**config.mk**
```make
export PLATFORM = sky130hd
export DESIGN_NAME = matrix_cmd_fetch
export DESIGN_NICKNAME = d
export VERILOG_FILES = /design/src/rtl/matrix_cmd_pkg.sv /design/src/rtl/matrix_cmd_fetch.sv
export SDC_FILE = /design/constraint.sdc
export NUM_CORES = 1
export LEC_CHECK = 0
export ABC_AREA = 1
export CAP_MARGIN = 20
export CELL_PAD_IN_SITES_DETAIL_PLACEMENT = 0
export CELL_PAD_IN_SITES_GLOBAL_PLACEMENT = 2
export CORE_MARGIN = 3
export CORE_UTILIZATION = 25
export DETAILED_ROUTE_END_ITERATION = 7
export PLACE_DENSITY = 0.85
export RECOVER_POWER = 50
export SETUP_SLACK_MARGIN = 0.3
export SYNTH_ARGS = -nofsm -noshare
export SYNTH_HDL_FRONTEND = slang
export SYNTH_SLANG_ARGS = --single-unit
```
**constraint.sdc**
```tcl
create_clock -name clk -period 12.3 [get_ports clk]
set_clock_uncertainty 0.1 [all_clocks]
set_input_delay 3.075 -clock clk [delete_from_list [all_inputs] [get_ports clk]]
set_output_delay 3.075 -clock clk [all_outputs]
set_load 0.02 [all_outputs]
```
**src/rtl/matrix_cmd_pkg.sv**
```systemverilog
// Shared types for the matrix-multiply command path: descriptor and status word
// layouts, doorbell field positions and the fetch FSM states.
package matrix_cmd_pkg;

  localparam int DONE_BIT     = 63;
  localparam int DOOR_CNT_LSB = 0;
  localparam int DOOR_CNT_MSB = 15;

  typedef struct packed {
    logic [15:0] rsvd;
    logic [15:0] m;
    logic [15:0] k;
    logic [15:0] n;
  } mm_desc_t;

  typedef struct packed {
    logic        done;
    logic [30:0] rsvd;
    logic [15:0] err;
    logic [15:0] exec;
  } mm_status_t;

  typedef enum logic [2:0] {
    ST_IDLE,
    ST_RD_DOOR,
    ST_WAIT_DOOR,
    ST_RD_DESC,
    ST_WAIT_DESC,
    ST_ISSUE,
    ST_BUSY,
    ST_WR_STAT
  } mm_state_e;

  function automatic logic dim_ok(input logic [15:0] dim, input int max_dim);
    return (dim != 16'd0) && (int'({16'd0, dim}) <= max_dim);
  endfunction

endpackage

```
**src/rtl/matrix_cmd_fetch.sv**
```systemverilog
// Command front-end: polls the BRAM D doorbell, fetches and validates descriptors,
// issues one command per valid descriptor to the multiply core, writes back status.
module matrix_cmd_fetch
  import matrix_cmd_pkg::*;
#(
  parameter int ADDR_W        = 9,
  parameter int DIM_W         = 16,
  parameter int MAX_DIM       = 256,
  parameter int POLL_INTERVAL = 16,
  parameter int BASE_ADDR     = 0
) (
  input  logic              clk,
  input  logic              rst,
  output logic [ADDR_W-1:0] bram_d_addr,
  output logic [63:0]       bram_d_din,
  input  logic [63:0]       bram_d_dout,
  output logic              bram_d_en,
  output logic              bram_d_we,
  output logic              cmd_valid,
  input  logic              cmd_ready,
  output logic [DIM_W-1:0]  cmd_m,
  output logic [DIM_W-1:0]  cmd_k,
  output logic [DIM_W-1:0]  cmd_n,
  output logic              cmd_last,
  input  logic              core_done,
  output logic              busy
);

  localparam int CNT_MAX = (2 ** ADDR_W) - 1 - BASE_ADDR;
  localparam int PW      = $clog2(POLL_INTERVAL) + 1;
  localparam logic [PW-1:0] POLL_LAST = PW'(POLL_INTERVAL - 1);

  mm_state_e     state_reg, state_next;
  logic [PW-1:0] poll_cnt_reg;
  logic [15:0]   cnt_reg, idx_reg, exec_reg, err_reg;
  mm_desc_t      desc;
  mm_status_t    status;
  logic [15:0]   door_cnt, door_cnt_clamped;
  logic          door_go, desc_ok, more_desc, accept, unused_rsvd;

  assign desc      = mm_desc_t'(bram_d_dout);
  assign door_cnt  = bram_d_dout[DOOR_CNT_MSB:DOOR_CNT_LSB];
  assign door_go   = !bram_d_dout[DONE_BIT] && (door_cnt != 16'd0);
  // Clamp so BASE_ADDR+idx can never wrap past the top of the BRAM
  assign door_cnt_clamped = (int'({16'd0, door_cnt}) > CNT_MAX) ? 16'(CNT_MAX) : door_cnt;
  assign desc_ok   = dim_ok(desc.m, MAX_DIM) && dim_ok(desc.k, MAX_DIM) && dim_ok(desc.n, MAX_DIM);
  assign more_desc = (idx_reg != cnt_reg);
  assign accept    = cmd_valid && cmd_ready;
  assign busy      = (state_reg != ST_IDLE);
  assign unused_rsvd = ^desc.rsvd;
  assign status    = '{done: 1'b1, rsvd: 31'd0, err: err_reg, exec: exec_reg};

  always_ff @(posedge clk or posedge rst) begin
    if (rst) state_reg <= ST_IDLE;
    else     state_reg <= state_next;
  end

  always_comb begin
    state_next  = state_reg;
    bram_d_en   = 1'b0;
    bram_d_we   = 1'b0;
    bram_d_addr = '0;
    bram_d_din  = '0;
    case (state_reg)
      ST_IDLE: if (poll_cnt_reg == POLL_LAST) state_next = ST_RD_DOOR;
      ST_RD_DOOR: begin
        bram_d_en   = 1'b1;
        bram_d_addr = ADDR_W'(BASE_ADDR);
        state_next  = ST_WAIT_DOOR;
      end
      ST_WAIT_DOOR: state_next = door_go ? ST_RD_DESC : ST_IDLE;
      ST_RD_DESC: begin
        bram_d_en   = 1'b1;
        bram_d_addr = ADDR_W'(BASE_ADDR + int'(idx_reg));
        state_next  = ST_WAIT_DESC;
      end
      ST_WAIT_DESC: begin
        if (desc_ok)        state_next = ST_ISSUE;
        else if (more_desc) state_next = ST_RD_DESC;
        else                state_next = ST_WR_STAT;
      end
      ST_ISSUE: if (accept) state_next = ST_BUSY;
      ST_BUSY:  if (core_done) state_next = more_desc ? ST_RD_DESC : ST_WR_STAT;
      ST_WR_STAT: begin
        bram_d_en   = 1'b1;
        bram_d_we   = 1'b1;
        bram_d_addr = ADDR_W'(BASE_ADDR);
        bram_d_din  = status;
        state_next  = ST_IDLE;
      end
      default: state_next = ST_IDLE;
    endcase
  end

  always_ff @(posedge clk or posedge rst) begin
    if (rst) begin
      poll_cnt_reg <= '0;
      cnt_reg      <= '0;
      idx_reg      <= '0;
      exec_reg     <= '0;
      err_reg      <= '0;
      cmd_valid    <= 1'b0;
      cmd_m        <= '0;
      cmd_k        <= '0;
      cmd_n        <= '0;
      cmd_last     <= 1'b0;
    end else begin
      case (state_reg)
        ST_IDLE: poll_cnt_reg <= (poll_cnt_reg == POLL_LAST) ? '0 : poll_cnt_reg + 1'b1;
        ST_WAIT_DOOR: begin
          if (door_go) begin
            cnt_reg  <= door_cnt_clamped;
            idx_reg  <= 16'd1;
            exec_reg <= '0;
            err_reg  <= '0;
          end
        end
        ST_WAIT_DESC: begin
          cmd_m    <= DIM_W'(desc.m);
          cmd_k    <= DIM_W'(desc.k);
          cmd_n    <= DIM_W'(desc.n);
          cmd_last <= !more_desc;
          if (desc_ok) begin
            cmd_valid <= 1'b1;
          end else begin
            err_reg <= err_reg + 16'd1;
            if (more_desc) idx_reg <= idx_reg + 16'd1;
          end
        end
        ST_ISSUE: if (accept) cmd_valid <= 1'b0;
        // Done pulses outside BUSY fall through to default and are ignored
        ST_BUSY: begin
          if (core_done) begin
            exec_reg <= exec_reg + 16'd1;
            if (more_desc) idx_reg <= idx_reg + 16'd1;
          end
        end
        default: ;
      endcase
    end
  end

endmodule

```
==> results.md <==
* CP Cell Sequence: dlygate4sd3_1, nor2_1, nand2_1, nor2_1, nand2_1, nand3_1, nand2_2, nand2_1, inv_1, nand2_1, nand2_1, nand2_1, nor2_1
* Die height at 173 um
* Worst setup EP type: flop
* Seq. cell area at 3050 sq um
* Grt ovf at 0
* Buf/Inv on CP at 2
* Core Region at 27,200 sq um
* Full die area at 29,900 sq um
* Postcts setup bufs at 0
* Number of global-route vias before repair at 6,245
* Final hold violations at 0
* CTS Hold Bufs at 0
* Hold Crit Endpoint: cmd_n[5]
* Sw Ratio at 0.388
* DRC viols at 0
* Worst hold path class: reg -> reg
* Routability cong. at 0.771
* RSZ-0062 raised after global routing: false
* Unique masters post-synth at 38
* Critical R2R Capture: err_reg[8]
* Register-to-Register Path Depth at 8
* CP Launch Point: bram_d_dout[6]
* Status: finished, violations left
* Period Utilization, post-route at 0.518
* Max-Cap Viols at 4
* I/O pin count at 194
* Pleak at 4.32 nW
* Top area cells in the synthesized netlist: dfrtp_1, nand2_1, nor2_1
* Gr usage total at 0.138
* H-tree levels at 4
* Slowest CP cell: nand3_1
* Initial antenna violation count at 0
* Detail Route Antenna Nets at 0
* Mapped Avg Cell Area at 7.07 sq um
* Number of placement rows at 60
* Commonest non-fill, non-tap cell in the layout: nand2_1
* CP delay by family, top: simple AND/OR/NAND/NOR gates
* TritonCTS clock tree: done
* Most frequent CP cell: nand2_1
* Cts bufs inserted at 17
* Port buffer count at 147
* Int Power at 1.06 mW
* Critical R2R Launch: state_reg[0]
* Sequential share of power at 0.345
* Buffer depth of the longest clock path at 2
* Slew HR at -1.33
* Largest net degree at the start of global routing at 81
* Number of fill cells at 2,992
* P&R area growth vs syn at 32.2%
* Final WS setup at 5.92 ns
* Sink Count at 122
* WP data required at 12.54 ns
* Initial drt markers at 335
* DR WL/cell at 13.4 um
* CP arrival at 6.62 ns
* Mapped Cells at 985
* Starting density of the core at 0.256
* Yosys top cell by area: dfrtp_1
* DRT Pass-1 Iters at 4
* Slowest stage delay, CP at 1.11 ns
* Die Wd at 173 um
* P_sw at 0.671 mW
* Final Critical Period at 6.38 ns
* PostCTS Resize Cnt at 0
* Worst VDD drop at 0.0925 mV
* Warnings, synthesis at 0
* Cell area after synthesis at 6960 sq um
* Synthesized flop and latch total at 122
* Hold Worst Slack at 0.362 ns
* PwrDens at 188 nW/um^2
* Largest fanout on the critical path at 37
* Max-slew violations at 210
* Max Clock Freq at 157 MHz
* Nature of the critical path startpoint: input port
* Dpl hpwl at 14,500 um
* Root Buffer: clkbuf_16
* R2R Setup Slk at 6.82 ns
* Seq/Total Area, Yosys at 0.438
* Layout cell share with drive strength beyond 1 at 0.0502
* Avg Vias per Cell at 4.14
* Combinational power share at 0.364
* Crit Path Category: in -> reg
* Hold depth at 2
* Post-Route Setup TNS at 0 ns
* Total number of vias at 6,241
* Worst-Margin Slew at 3.49 ns
* N_diodes at 0
* Total wire length at 20,300 um
* Global-route wire length before repair at 33,500 um
* Commonest cells after routing, fill and taps aside: nand2_1, nor2_1, dfrtp_1
* Clock latency at the later pin of the worst-skew pair at 0.42 ns
* Post-Place Setup Slack at 6.24 ns
* Failing checks: capacitance limit, slew limit
* Clk network pwr share at 0.291
* Post-synth top area share at 0.438
* NumNets Final at 1,195
* Area of the multi-input gates at 3140 sq um
* Final setup vio count at 0
* Clock transition at the registers of the reported paths at 0.06 ns
* HP Start: cmd_n[5]
==> how the worst max path moves through the flow <==
stage / slack [ns] / cells past startpoint / endpoint
floorplan: 5.88 / 1 / cmd_k[0]
global placement: 6.22 / 13 / exec_reg[11]
detailed placement: 6.24 / 13 / exec_reg[11]
CTS: 6.24 / 5 / bram_d_din[16]
global route: 5.41 / 13 / exec_reg[11]
finish: 5.92 / 13 / exec_reg[11]
==> per-layer routing <==
layer | GRT usage | vias up | wire length [um]
met5 | 0 | - | 0
met4 | 0.0365 | 0 | 194
met3 | 0.0402 | 17 | 1260
met2 | 0.217 | 142 | 9220
met1 | 0.187 | 2840 | 9600
li1 | - | 3242 | -
==> cell type report <==
type / instances / area share
clock inverter: 11 / 0.0131
inverter: 124 / 0.0510
clock buffer: 21 / 0.0511
timing repair buffer: 149 / 0.161
multi-input combinational: 709 / 0.341
sequential: 122 / 0.332
tap: 372 / 0.0506
==> synth_stat cells <==
master	count
nor3_1	32
nand2_4	2
o21ai_1	1
inv_4	1
clkbuf_1	14
a211oi_1	2
a21oi_1	23
buf_1	3
xor2_1	18
conb_1	1
nand3_2	3
nor2_4	2
nor2_8	2
a22oi_1	1
dfrtp_1	122
inv_2	8
buf_2	6
nand4_1	12
buf_6	3
ha_1	4
nor2_1	139
nand2_1	336
o21ai_0	31
nor3b_1	1
o31ai_2	1
nand3_1	49
nand2_2	4
nor2_2	6
inv_1	115
and3_1	1
nand3_4	1
xnor2_1	2
nor4_1	1
buf_4	34
a21oi_4	1
o21a_1	1
nor3_2	1
o21bai_1	1
==> cells by family (layout without fill, tap and decap cells) <==
logic type | Yosys count | in the layout | synth area share
AO/OA/AOI/OAI | 62 | 62 | 0.0491
AND/OR/NAND/NOR | 592 | 592 | 0.357
other | 1 | 31 | 0.000539
adder cells (fa/ha/maj) | 4 | 4 | 0.00719
buffers and inverters | 184 | 305 | 0.122
XOR/XNOR | 20 | 20 | 0.0252
flip-flops | 122 | 122 | 0.438
==> worst register-to-register path: stages, from the launching register on <==
cell	delay (ns)
dfrtp_1	0.50
nor2_1	0.15
inv_1	0.06
nor2_1	1.98
clkinv_1	0.37
clkbuf_1	1.39
a211oi_1	0.69
nand2_1	0.09
nand2_1	0.09
==> per-stage QoR <==
| step | area, sq um | power [mW] | cells | util |
|---|---|---|---|---|
| after floorplan | 7080 | 1.00 | 1015 | - |
| after global placement | 8650 | 1.27 | 1476 | 0.318 |
| final | 9200 | 1.73 | 1508 | 0.339 |
| after detailed placement | 8650 | 1.28 | 1476 | 0.318 |
| after global routing | 9200 | 1.86 | 1508 | 0.339 |
| after CTS | 9240 | 1.79 | 1508 | 0.340 |
==> power groups by stage <==
stage	Clock [mW]	Sequential, mW	Combinational, mW
2_1_floorplan	0	0.686	0.315
3_3_place_gp	0	0.606	0.669
3_5_place_dp	0	0.605	0.674
4_1_cts	0.516	0.602	0.674
5_1_grt	0.537	0.616	0.706
6_report	0.503	0.597	0.630
Note: power is estimated with default switching activity, not from simulation.
